File: config.mk
export PLATFORM = sky130hd
export DESIGN_NAME = dot_matrix_scan
export DESIGN_NICKNAME = d
export VERILOG_FILES = /design/src/rtl/dot_matrix_scan_pkg.sv /design/src/rtl/dot_matrix_font.sv /design/src/rtl/dot_matrix_scan.sv
export SDC_FILE = /design/constraint.sdc
export NUM_CORES = 1
export LEC_CHECK = 0
export BUFFER_PORTS_ARGS = -buffer_cell sky130_fd_sc_hd__buf_2
export CAP_MARGIN = 15
export CELL_PAD_IN_SITES_DETAIL_PLACEMENT = 1
export CELL_PAD_IN_SITES_GLOBAL_PLACEMENT = 2
export CORE_AREA = 2 2 108 110
export CTS_BUF_LIST = sky130_fd_sc_hd__clkbuf_4 sky130_fd_sc_hd__clkbuf_8
export DETAILED_ROUTE_END_ITERATION = 8
export DIE_AREA = 0 0 110 112
export PLACE_DENSITY = 0.91
export SKIP_LAST_GASP = 1
export SLEW_MARGIN = 20
export SYNTH_ARGS = -nofsm -noshare
export SYNTH_HDL_FRONTEND = slang
export SYNTH_SLANG_ARGS = --single-unit
File: constraint.sdc
create_clock -name clk_div -period 2.81 [get_ports clk_div]
set_clock_uncertainty 0.1 [all_clocks]
set_input_delay 0.4215 -clock clk_div [delete_from_list [all_inputs] [get_ports clk_div]]
set_output_delay 0.4215 -clock clk_div [all_outputs]
set_load 0.03 [all_outputs]
File: src/rtl/dot_matrix_scan_pkg.sv
// Purpose: glyph index constants and the scan FSM state type shared by the display scan block.
// Latency: none (declarations only).
// Backpressure: not applicable.
package dot_matrix_scan_pkg;

  localparam logic [3:0] GLYPH_Q     = 4'd10;
  localparam logic [3:0] GLYPH_A     = 4'd11;
  localparam logic [3:0] GLYPH_GOOD  = 4'd12;
  localparam logic [3:0] GLYPH_BAD   = 4'd13;
  localparam logic [3:0] GLYPH_BLANK = 4'd14;

  typedef enum logic {
    SCAN  = 1'b0,
    BLANK = 1'b1
  } scan_state_t;

endpackage

File: src/rtl/dot_matrix_font.sv
// Purpose: 8x8 font ROM; returns one pixel row of a glyph (bit 7 = leftmost column).
// Latency: combinational.
// Backpressure: none.
// Ports: glyph[3:0] glyph index, row[2:0] pixel row (0 = top), bits[7:0] active-high pixels.
module dot_matrix_font
  import dot_matrix_scan_pkg::*;
(
  input  logic [3:0] glyph,
  input  logic [2:0] row,
  output logic [7:0] bits
);

  // Whole glyph as 8 bytes, top row in the most significant byte.
  logic [63:0] glyph_bits;

  always_comb begin
    glyph_bits = 64'h0;
    case (glyph)
      4'd0:       glyph_bits = 64'h3C666E7666663C00;
      4'd1:       glyph_bits = 64'h183818181818_7E00;
      4'd2:       glyph_bits = 64'h3C66060C30607E00;
      4'd3:       glyph_bits = 64'h3C66061C06663C00;
      4'd4:       glyph_bits = 64'h0C1C3C6C7E0C0C00;
      4'd5:       glyph_bits = 64'h7E607C0606663C00;
      4'd6:       glyph_bits = 64'h3C607C6666663C00;
      4'd7:       glyph_bits = 64'h7E060C1830303000;
      4'd8:       glyph_bits = 64'h3C66663C66663C00;
      4'd9:       glyph_bits = 64'h3C66663E060C3800;
      GLYPH_Q:    glyph_bits = 64'h00003E66663E0606;
      GLYPH_A:    glyph_bits = 64'h00003C063E663E00;
      GLYPH_GOOD: glyph_bits = 64'h000103068CD87020;
      GLYPH_BAD:  glyph_bits = 64'hC3663C18183C66C3;
      default:    glyph_bits = 64'h0;
    endcase
  end

  // ~row == 7-row for a 3-bit row, so row 0 selects bits [63:56].
  assign bits = glyph_bits[{~row, 3'b000} +: 8];

endmodule

File: src/rtl/dot_matrix_scan.sv
// Purpose: multiplexed row scanner for N_PANEL 8x8 LED panels with double-buffered glyphs and blink.
// Latency: all outputs registered; the row processed on an edge appears one clk_div after it.
// Backpressure: load_ready is low while a shadow load awaits commit at the frame boundary.
// Ports: clk_div scan clock; reset async active-low; glyph_in/load_valid/load_ready glyph load
//        handshake; blink_en per-panel blink; blank forces dark; dot_row active-low row select;
//        dot_col active-high columns (panel p in [8p+7:8p]); frame_start pulses with row 0.
module dot_matrix_scan
  import dot_matrix_scan_pkg::*;
#(
  parameter int N_PANEL      = 2,
  parameter int ROWS         = 8,
  parameter int BLINK_FRAMES = 32
) (
  input  logic                   clk_div,
  input  logic                   reset,
  input  logic [N_PANEL*4-1:0]   glyph_in,
  input  logic                   load_valid,
  output logic                   load_ready,
  input  logic [N_PANEL-1:0]     blink_en,
  input  logic                   blank,
  output logic [ROWS-1:0]        dot_row,
  output logic [N_PANEL*8-1:0]   dot_col,
  output logic                   frame_start
);

  localparam int                    FC_W       = (BLINK_FRAMES > 1) ? $clog2(BLINK_FRAMES) : 1;
  localparam logic [2:0]            LAST_ROW   = 3'(ROWS - 1);
  localparam logic [FC_W-1:0]       LAST_FRAME = FC_W'(BLINK_FRAMES - 1);
  localparam logic [N_PANEL*4-1:0]  ALL_BLANK  = {N_PANEL{GLYPH_BLANK}};

  scan_state_t              state_q, state_d;
  logic [2:0]               row_cnt_q, row_cnt_d;
  logic [N_PANEL*4-1:0]     active_q, active_d;
  logic [N_PANEL*4-1:0]     shadow_q, shadow_d;
  logic                     pending_q, pending_d;
  logic [FC_W-1:0]          frame_cnt_q, frame_cnt_d;
  logic                     phase_q, phase_d;
  logic [ROWS-1:0]          dot_row_q, dot_row_d;
  logic [N_PANEL*8-1:0]     dot_col_q, dot_col_d;
  logic                     frame_start_q, frame_start_d;

  logic [N_PANEL*8-1:0]     font_bits;
  logic                     scan_act;
  logic                     row_wrap;
  logic                     commit;
  logic                     accept;

  for (genvar p = 0; p < N_PANEL; p++) begin : g_font
    dot_matrix_font u_font (
      .glyph (active_q[4*p +: 4]),
      .row   (row_cnt_q),
      .bits  (font_bits[8*p +: 8])
    );
  end

  always_comb begin
    state_d       = blank ? BLANK : SCAN;
    // blank takes effect on the same edge that samples it, so that edge is already dark.
    scan_act      = (state_q == SCAN) && !blank;
    row_wrap      = scan_act && (row_cnt_q == LAST_ROW);
    // Committing only at the last row keeps every displayed frame from a single glyph set;
    // while blanked nothing is visible, so the commit need not wait.
    commit        = pending_q && (row_wrap || (state_q == BLANK));
    accept        = load_valid && !pending_q;

    row_cnt_d     = 3'd0;
    dot_row_d     = '1;
    dot_col_d     = '0;
    frame_start_d = 1'b0;
    frame_cnt_d   = frame_cnt_q;
    phase_d       = phase_q;

    if (scan_act) begin
      row_cnt_d     = row_wrap ? 3'd0 : row_cnt_q + 3'd1;
      frame_start_d = (row_cnt_q == 3'd0);
      for (int i = 0; i < ROWS; i++) begin
        dot_row_d[ROWS-1-i] = (row_cnt_q != 3'(i));
      end
      for (int p = 0; p < N_PANEL; p++) begin
        dot_col_d[8*p +: 8] = (phase_q && blink_en[p]) ? 8'h00 : font_bits[8*p +: 8];
      end
    end

    if (row_wrap) begin
      if (frame_cnt_q == LAST_FRAME) begin
        frame_cnt_d = '0;
        phase_d     = !phase_q;
      end else begin
        frame_cnt_d = frame_cnt_q + 1'b1;
      end
    end

    // Commit reads the pre-edge shadow, so a same-edge accept lands as the next pending load.
    active_d  = commit ? shadow_q : active_q;
    pending_d = pending_q && !commit;
    shadow_d  = shadow_q;
    if (accept) begin
      shadow_d  = glyph_in;
      pending_d = 1'b1;
    end
  end

  always_ff @(posedge clk_div or negedge reset) begin
    if (!reset) begin
      state_q       <= BLANK;
      row_cnt_q     <= 3'd0;
      active_q      <= ALL_BLANK;
      shadow_q      <= ALL_BLANK;
      pending_q     <= 1'b0;
      frame_cnt_q   <= '0;
      phase_q       <= 1'b0;
      dot_row_q     <= '1;
      dot_col_q     <= '0;
      frame_start_q <= 1'b0;
    end else begin
      state_q       <= state_d;
      row_cnt_q     <= row_cnt_d;
      active_q      <= active_d;
      shadow_q      <= shadow_d;
      pending_q     <= pending_d;
      frame_cnt_q   <= frame_cnt_d;
      phase_q       <= phase_d;
      dot_row_q     <= dot_row_d;
      dot_col_q     <= dot_col_d;
      frame_start_q <= frame_start_d;
    end
  end

  assign load_ready  = !pending_q;
  assign dot_row     = dot_row_q;
  assign dot_col     = dot_col_q;
  assign frame_start = frame_start_q;

endmodule

==> reports/results.tsv, run 1 <==
metric	value	unit
ANT nets after route	0	
I/O pin cnt	40	
Net Count, Synth	524	
Hold Crit Class	input pin to flip-flop	
gpl congestion	0.968	
clock slew at reported path FFs	0.11	ns
initial antenna violation count	0	
FILL cells	1353	
run status	finished, final reports clean	
root buf cell	clkbuf_8	
drt pass-1 iters	5	
H-tree levels	2	
Seq/Total Area, Yosys	32.0	%
Final Hold Violating Endpoints	0	
Fmax achieved	0.390	GHz
Seq pwr share	28.3	%
most frequent cells in the layout	nand2_1, a21oi_1, buf_2, o21ai_0, dfrtp_1	
P_int	2.05	mW
setup_tns	0	ns
fin crit share	91.2	%
CTS sink cnt	52	
Synthesis Warnings	0	
vias per cell	6.05	
Row Count	39	
CTS tree	yes	
largest net degree at the start of global routing	54	
CORE AREA	11200	µm²
vias in the first global route	3971	
startpoint types	flip-flop	
Logic pwr share	60.0	%
Post-Synthesis Cells	486	
drt total wl	12800	µm
max_cap viols	0	
post_cts resized	0	
share of layout cells above drive strength 1	23.6	%
number of hold buffers added after CTS	1	
Initial Util	37.2	%
grt ovf	0	
critical path endpoint category	flip-flop	
CTS buffer count	5	
final setup vio count	0	
final net count	545	
Syn Std Cell Area	4150	µm²
Sw Share	50.5	%
most common cell after layout, fill and taps aside	nand2_1	
post-route minimum period	2.56	ns
die area	12300	µm²
post-synthesis sequential element count	52	
Longest Clk Path Bufs	2	
Initial DRC Count	275	
first-pass GRT wire length	21100	µm
Area Overhead vs Synth	8.95	%
number of synthesized flops with an enable pin	0	
placed cell areas	4420	µm²
via count	3938	
wire length per cell	19.6	µm
ys async rst share	100	%
fin area	4520	µm²
total track usage	21.9	%
worst vdd ir	0.627	mV
unique cell type count in the Yosys netlist	68	
Slew headroom	58.3	%
worst-path maximum fanout	15	
worst skew pair latency	0.34	ns
Final HPWL DP	9270	µm
WP data arrival	2.70	ns
# diodes	0	
Die Height	112	µm
top_reg_cell synth	dfrtp_1	
Worst Tran Pin Value	0.624	ns
postcts setup bufs	0	
kind of critical path	flip-flop to flip-flop	
Max Slew Vio Count	0	
Die X	110	µm
pwr dens	913	nW/µm²
RSZ-0062 raised after global routing	false	
clock power share	11.8	%
Net Sw Power	2.08	mW
syn_area_per_cell	8.54	µm²
IO buf count	39	
DRC	0	
worst path required time	2.95	ns
Pleak	1.87	nW
critical path, cell delays in order (launching register included):
cell,delay (ns)
dfstp_2,0.71
inv_1,0.16
ha_1,0.43
nor2b_1,0.35
or3_1,0.17
a21oi_1,0.07
o32a_1,0.32
o32ai_1,0.15
per-stage QoR:
step                setup slack (ns)  cells  utilization, %  hold WS, ns  total power [mW]
detailed placement             0.284    642            39.5        0.320              3.59
global route                  0.0603    651            40.5        0.128              4.45
global placement               0.388    642            39.5        0.327              3.59
floorplan                      0.455    486               -       0.0259              3.02
finish                         0.248    651            40.5        0.144              4.13
CTS                            0.230    651            40.5        0.130              4.10
synth_stat cells (3+ instances only):
library cell  number  area share [%]
mux2i_1            4            0.96
o22a_1             3            0.63
nand2b_1          12             1.8
mux2_2            21             5.7
buf_6              6             1.6
o211ai_1           9             1.6
a21oi_1           39             4.7
a221o_1            3            0.72
or2_2              3            0.45
clkbuf_1          10            0.90
and3_1             3            0.45
o31ai_1            5            0.90
a211o_1            6             1.3
nor3_1            19             2.3
o22ai_1            3            0.45
nand3_1            7            0.84
o31a_1             3            0.63
buf_2             22             2.7
o21ai_0           32             3.9
o21a_1             5            0.90
and2_1             3            0.45
nor2b_1           11             1.7
ha_1              24             7.2
a31oi_1           10             1.5
inv_1             13             1.2
nand2_1           52             4.7
xnor2_1            3            0.63
o32ai_1            3            0.63
dfstp_2           21              13
o221ai_1           3            0.63
nor2_1            28             2.5
dfrtp_1           31              19
a211oi_1           9             1.6
o21ai_1            8            0.96
nor4_1             3            0.45
per-layer routing:
layer  track usage [%]  wire (µm)
met2              33.6       5920
met1              30.8       5770
met3              4.68        882
met4              5.99        218
met5                 0          0
cells by family (layout without fill, tap and decap cells):
group | count (synthesis) | in the layout | synth area share (%)
muxes | 26 | 26 | 7.20
xor gates and xnor gates | 4 | 4 | 0.844
DFF | 52 | 52 | 32.0
buffers and inverters | 57 | 79 | 7.14
adders and majority gates | 24 | 24 | 7.23
and+or+nand+nor | 150 | 150 | 17.3
AOI/OAI and AO/OA | 173 | 173 | 28.3
worst paths after layout:
| kind | cells past startpoint | slack, ns | start | to |
|---|---|---|---|---|
| setup / recovery | 7 | 0.25 | active_q[5] | dot_col[12] |
| hold / removal | 1 | 0.14 | blank | state_q |
| setup reg to reg | 7 | 0.25 | active_q[5] | dot_col[12] |
| hold reg to reg | 1 | 0.39 | shadow_q[4] | active_q[4] |
| max in group asynchronous | 3 | 1.54 | reset | dot_row[2] |
| min in group asynchronous | 2 | 0.47 | reset | dot_col[11] |
flip-flops by register name, indices dropped and copies added (netlist names):
name         cells
dot_col         16
active_q         8
dot_row          8
shadow_q         8
frame_cnt_q      5
row_cnt_q        3
frame_start      1
pending_q        1
phase_q          1
state_q          1
final cells by class:
| class | instances | area, µm² | area share [%] |
|---|---|---|---|
| Sequential cell | 52 | 1330 | 29.3 |
| Timing Repair Buffer | 55 | 330 | 7.30 |
| Inverter | 16 | 62.6 | 1.38 |
| Tap cell | 143 | 179 | 3.96 |
| Clock buffer | 5 | 68.8 | 1.52 |
| Multi-Input combinational cell | 377 | 2530 | 55.9 |
| Clock inverter | 3 | 27.5 | 0.609 |
power by group through the flow:
stage / clock network (mW) / registers (mW) / logic, mW
floorplan: 0 / 1.08 / 1.94
global placement: 0 / 1.18 / 2.41
detailed placement: 0 / 1.18 / 2.41
CTS: 0.499 / 1.17 / 2.43
global route: 0.531 / 1.21 / 2.71
finish: 0.485 / 1.17 / 2.48
No activity file was read; power rests on OpenSTA's default activity.
==> inputs of run 2 (changes only) <==
- PLACE_DENSITY: 0.91 -> default
- PLACE_DENSITY_LB_ADDON: default -> 0.05
==> reports/results.tsv, run 2 (synthesis results as in run 1) <==
metric	value	unit	change
CTS tree	yes		unchanged
placed insts	647		was 642
worst-path maximum fanout	15		unchanged
Initial Util	37.2	%	unchanged
Final Hold Violating Endpoints	0		unchanged
Max Slew Vio Count	0		unchanged
number of flip-flops in the largest register	16		unchanged
final net count	550		was 545
Worst Tran Pin Value	0.762	ns	was 0.624 ns
CORE AREA	11200	µm²	unchanged
Die Height	112	µm	unchanged
root buf cell	clkbuf_8		unchanged
RSZ-0062 raised after global routing	false		unchanged
FILL cells	1340		was 1353
postcts setup bufs	0		unchanged
I/O pin cnt	40		unchanged
worst reg2reg path depth	7		unchanged
critical path endpoint category	flip-flop		unchanged
Die X	110	µm	unchanged
final core occ	40.7	%	was 40.5%
initial antenna violation count	0		unchanged
IO buf count	39		unchanged
CTS sink cnt	52		unchanged
placed cell areas	4440	µm²	was 4420 µm²
DRC	0		unchanged
first-pass GRT wire length	22100	µm	was 21100 µm
clock slew at reported path FFs	0.11	ns	about the same
most frequent cells in the layout	nand2_1, a21oi_1, buf_2, o21ai_0, dfrtp_1		unchanged
R2R Path Start	active_q[5]		unchanged
setup_tns	0	ns	unchanged
worst vdd ir	0.455	mV	was 0.627 mV
via count	3897		was 3938
r2r endpoint	dot_col[12]		unchanged
Register Area	1330	µm²	unchanged
fin cells	656		was 651
Fmax achieved	0.393	GHz	was 0.390 GHz
hold_sp	blank		unchanged
H-tree levels	2		unchanged
max_cap viols	0		unchanged
total track usage	23.4	%	was 21.9%
# diodes	0		unchanged
footprint of the multi-input gates	2530	µm²	unchanged
Area Overhead vs Synth	9.46	%	was 8.95%
Slew headroom	49.1	%	was 58.3%
startpoint types	flip-flop		unchanged
CTS buffer count	5		unchanged
gpl congestion	0.941		was 0.968
share of layout cells above drive strength 1	24.4	%	was 23.6%
largest net degree at the start of global routing	34		was 54
post-route minimum period	2.54	ns	was 2.56 ns
Row Count	39		unchanged
vias in the first global route	3981		was 3971
ANT nets after route	0		unchanged
worst skew pair latency	0.33	ns	was 0.34 ns
Pleak	1.88	nW	was 1.87 nW
Longest Clk Path Bufs	2		unchanged
drt total wl	13800	µm	was 12800 µm
pwr dens	911	nW/µm²	was 913 nW/µm²
final setup vio count	0		unchanged
most common cell after layout, fill and taps aside	nand2_1		unchanged
Initial DRC Count	195		was 275
run status	finished, final reports clean		unchanged
hold depth	1		unchanged
grt ovf	0		unchanged
drt pass-1 iters	4		was 5
fin area	4540	µm²	was 4520 µm²
WP data arrival	2.68	ns	was 2.70 ns
die area	12300	µm²	unchanged
R2R setup slack	0.27	ns	was 0.25 ns
Hold Crit Class	input pin to flip-flop		unchanged
worst path required time	2.94	ns	was 2.95 ns
vias per cell	5.94		was 6.05
wire length per cell	21.1	µm	was 19.6 µm
Final HPWL DP	10100	µm	was 9270 µm
kind of critical path	flip-flop to flip-flop		unchanged
hold path endpoint	state_q		unchanged
fin crit share	90.6	%	was 91.2%
## run 2: through the flow
stage               hold WS, ns  total power, mW  worst slack, ns
floorplan                0.0259             3.02            0.455
global placement          0.349             3.65            0.374
detailed placement        0.359             3.66            0.320
CTS                       0.118             4.15            0.283
global route              0.128             4.46           0.0603
finish                    0.142             4.14            0.265
## run 2: per-layer routing
metal  routed length [µm]  up-vias  global-route usage, %
met3                  539       18                   3.10
li1                     -     1838                      -
met2                 6800       95                   38.6
met1                 6160     1946                   31.1
met4                  335        0                   8.10
met5                    0        -                      0
## run 2: how the worst max path moves through the flow
stage,start,end,cells after the start
6_report,active_q[5],dot_col[12],7
5_1_grt,active_q[5],dot_col[12],7
4_1_cts,active_q[5],dot_col[12],7
3_5_place_dp,active_q[5],dot_col[12],7
3_3_place_gp,active_q[5],dot_col[12],7
2_1_floorplan,active_q[1],dot_col[1],8
## run 2: layout make-up
class	count	area share, %
Clock inverter	3	0.523
Inverter	16	1.38
Timing Repair Buffer	60	7.82
Clock buffer	5	1.51
Multi-Input combinational cell	377	55.6
Sequential cell	52	29.2
Tap cell	143	3.94
## run 2: timing repair
item	in CTS	in global routing
hold endpoints to repair	14	0
hold buffers	1	0
resized for setup	0	0
## run 2: report_power, final
part / total (mW) / switching (mW) / internal (mW)
registers: 1.12 / 0.208 / 0.913
clock network: 0.461 / 0.284 / 0.177
logic: 2.56 / 1.60 / 0.964
## run 2: worst max-delay path, cell delays in order (launching register included)
cell	delay, ns
dfstp_2	0.72
inv_1	0.16
ha_1	0.42
nor2b_1	0.33
or3_1	0.17
a21oi_1	0.07
o32a_1	0.33
o32ai_1	0.14
==> inputs of run 3 (changes only) <==
- CORE_AREA: 2 2 108 110 -> 2 2 105 107
- CTS_BUF_LIST: sky130_fd_sc_hd__clkbuf_4 sky130_fd_sc_hd__clkbuf_8 -> default
- DIE_AREA: 0 0 110 112 -> 0 0 107 109
- SETUP_SLACK_MARGIN: default -> 0.5
- clock period: 2.81 -> 3.2 ns (I/O delays scaled with it)
==> reports/results.tsv, run 3 (synthesis results as in run 1) <==
metric	value	unit	change
run status	finished, final reports clean		unchanged
Final HPWL DP	10200	µm	was 10100 µm
grt ovf	0		unchanged
kind of critical path	flip-flop to flip-flop		unchanged
gpl congestion	0.878		was 0.941
post-route minimum period	2.53	ns	was 2.54 ns
r2r endpoint	dot_col[1]		was dot_col[12]
number of hold buffers added after CTS	0		was 1
DRC	0		unchanged
drt total wl	13800	µm	about the same
share of layout cells above drive strength 1	23.5	%	was 24.4%
Row Count	38		was 39
clock slew at reported path FFs	0.11	ns	about the same
Total Power	3.62	mW	was 4.14 mW
worst reg2reg path depth	7		unchanged
worst path required time	3.33	ns	was 2.94 ns
die area	11700	µm²	was 12300 µm²
CTS sink cnt	52		unchanged
Die Height	109	µm	was 112 µm
placed cell areas	4370	µm²	was 4440 µm²
Die X	107	µm	was 110 µm
final setup vio count	0		unchanged
Setup WS pre-CTS	0.688	ns	was 0.320 ns
max_cap viols	0		unchanged
drt pass-1 iters	4		unchanged
I/O pin cnt	40		unchanged
Initial Util	39.2	%	was 37.2%
H-tree levels	2		unchanged
initial antenna violation count	0		unchanged
vias per cell	6.02		was 5.94
Final Hold Violating Endpoints	0		unchanged
CTS buffer count	5		unchanged
Hold Crit Class	input pin to asynchronous set/reset pin		was input pin to flip-flop
worst vdd ir	0.501	mV	was 0.455 mV
fin crit share	79.1	%	was 90.6%
pwr dens	810	nW/µm²	was 911 nW/µm²
Pleak	1.84	nW	was 1.88 nW
# diodes	0		unchanged
Longest Clk Path Bufs	2		unchanged
first-pass GRT wire length	21800	µm	was 22100 µm
Initial DRC Count	149		was 195
Max Slew Vio Count	0		unchanged
worst skew pair latency	0.32	ns	was 0.33 ns
vias in the first global route	3970		was 3981
critical path endpoint category	flip-flop		unchanged
ANT nets after route	0		unchanged
largest net degree at the start of global routing	53		was 34
final worst slack	0.668	ns	was 0.265 ns
Slew headroom	53.5	%	was 49.1%
total track usage	24.3	%	was 23.4%
IO buf count	39		unchanged
CP most frequent cell	nor3_1		
number of flip-flops in the largest register	16		unchanged
startpoint types	flip-flop		unchanged
Crit path largest cell delay	0.69	ns	was 0.72 ns
Area Overhead vs Synth	7.66	%	was 9.46%
worst-path maximum fanout	15		unchanged
root buf cell	clkbuf_8		unchanged
RSZ-0062 raised after global routing	false		unchanged
R2R setup slack	0.67	ns	was 0.27 ns
most common cell after layout, fill and taps aside	nand2_1		unchanged
final net count	540		was 550
CTS tree	yes		unchanged
fin area	4470	µm²	was 4540 µm²
R2R Path Start	active_q[1]		was active_q[5]
most frequent cells in the layout	nand2_1, a21oi_1, buf_2, o21ai_0, dfrtp_1		unchanged
wire length per cell	21.5	µm	was 21.1 µm
CORE AREA	10600	µm²	was 11200 µm²
cells along the critical path	inv_1 > ha_1 > nor2b_1 > nor3_1 > a211oi_1 > nor3_1 > a32o_1		was inv_1 > ha_1 > nor2b_1 > or3_1 > a21oi_1 > o32a_1 > o32ai_1
cell with the largest stage delay on the worst path	dfstp_2		unchanged
setup_tns	0	ns	unchanged
WP data arrival	2.66	ns	was 2.68 ns
Worst Tran Pin Value	0.698	ns	was 0.762 ns
via count	3868		was 3897
Fmax achieved	0.395	GHz	was 0.393 GHz
[run 3: worst max path at each step]
| stage | cells past startpoint | slack [ns] | startpoint | endpoint |
|---|---|---|---|---|
| after detailed placement | 7 | 0.69 | active_q[5] | dot_col[11] |
| final | 7 | 0.67 | active_q[1] | dot_col[1] |
| after global routing | 7 | 0.51 | active_q[1] | dot_col[2] |
| after CTS | 7 | 0.68 | active_q[1] | dot_col[2] |
| after floorplan | 8 | 0.85 | active_q[1] | dot_col[1] |
| after global placement | 7 | 0.80 | active_q[1] | dot_col[2] |
[run 3: cell type report]
cell class / instances / area (µm²)
Fill cell: 1276 / 6130
Multi-Input combinational cell: 377 / 2530
Sequential cell: 52 / 1330
Timing Repair Buffer: 50 / 278
Tap cell: 140 / 175
Clock buffer: 5 / 68.8
Inverter: 16 / 62.6
Clock inverter: 3 / 26.3
[run 3: per-layer routing]
layer,wire length [µm],global-route usage (%),part of all wire (%),vias to the layer above
met5,0,0,0,-
met4,412,10.2,3.0,0
met1,5980,31.2,43,1932
met2,6780,41.7,49,94
li1,-,-,-,1813
met3,636,2.93,4.6,29
[run 3: metrics by stage]
step	hold WS, ns	utilization (%)	instances
floorplan	0.0844	-	486
detailed placement	0.364	41.2	635
global placement	0.351	41.2	635
global route	0.189	42.2	643
finish	0.170	42.2	643
CTS	0.191	42.1	643
[run 3: power breakdown]
group	switching, mW	leakage [nW]	total (mW)	internal [mW]
registers	0.294	0.634	1.10	0.806
logic	1.30	1.16	2.11	0.803
clock network	0.255	0.0487	0.415	0.160
total	1.85	1.84	3.62	1.77
[run 3: what timing repair did]
item | 4_1_cts | 5_1_grt
buffers inserted | 0 | 0
endpoints found under the setup margin | 0 | 1
gates resized for setup | 0 | 2
[run 3: worst max-delay path: cells and delay by family (launching register included)]
family	cells	cell delay, ns
AOI/OAI and AO/OA	2	0.53
buffers and inverters	1	0.20
and+or+nand+nor	3	0.53
DFF	1	0.69
adders and majority gates	1	0.38
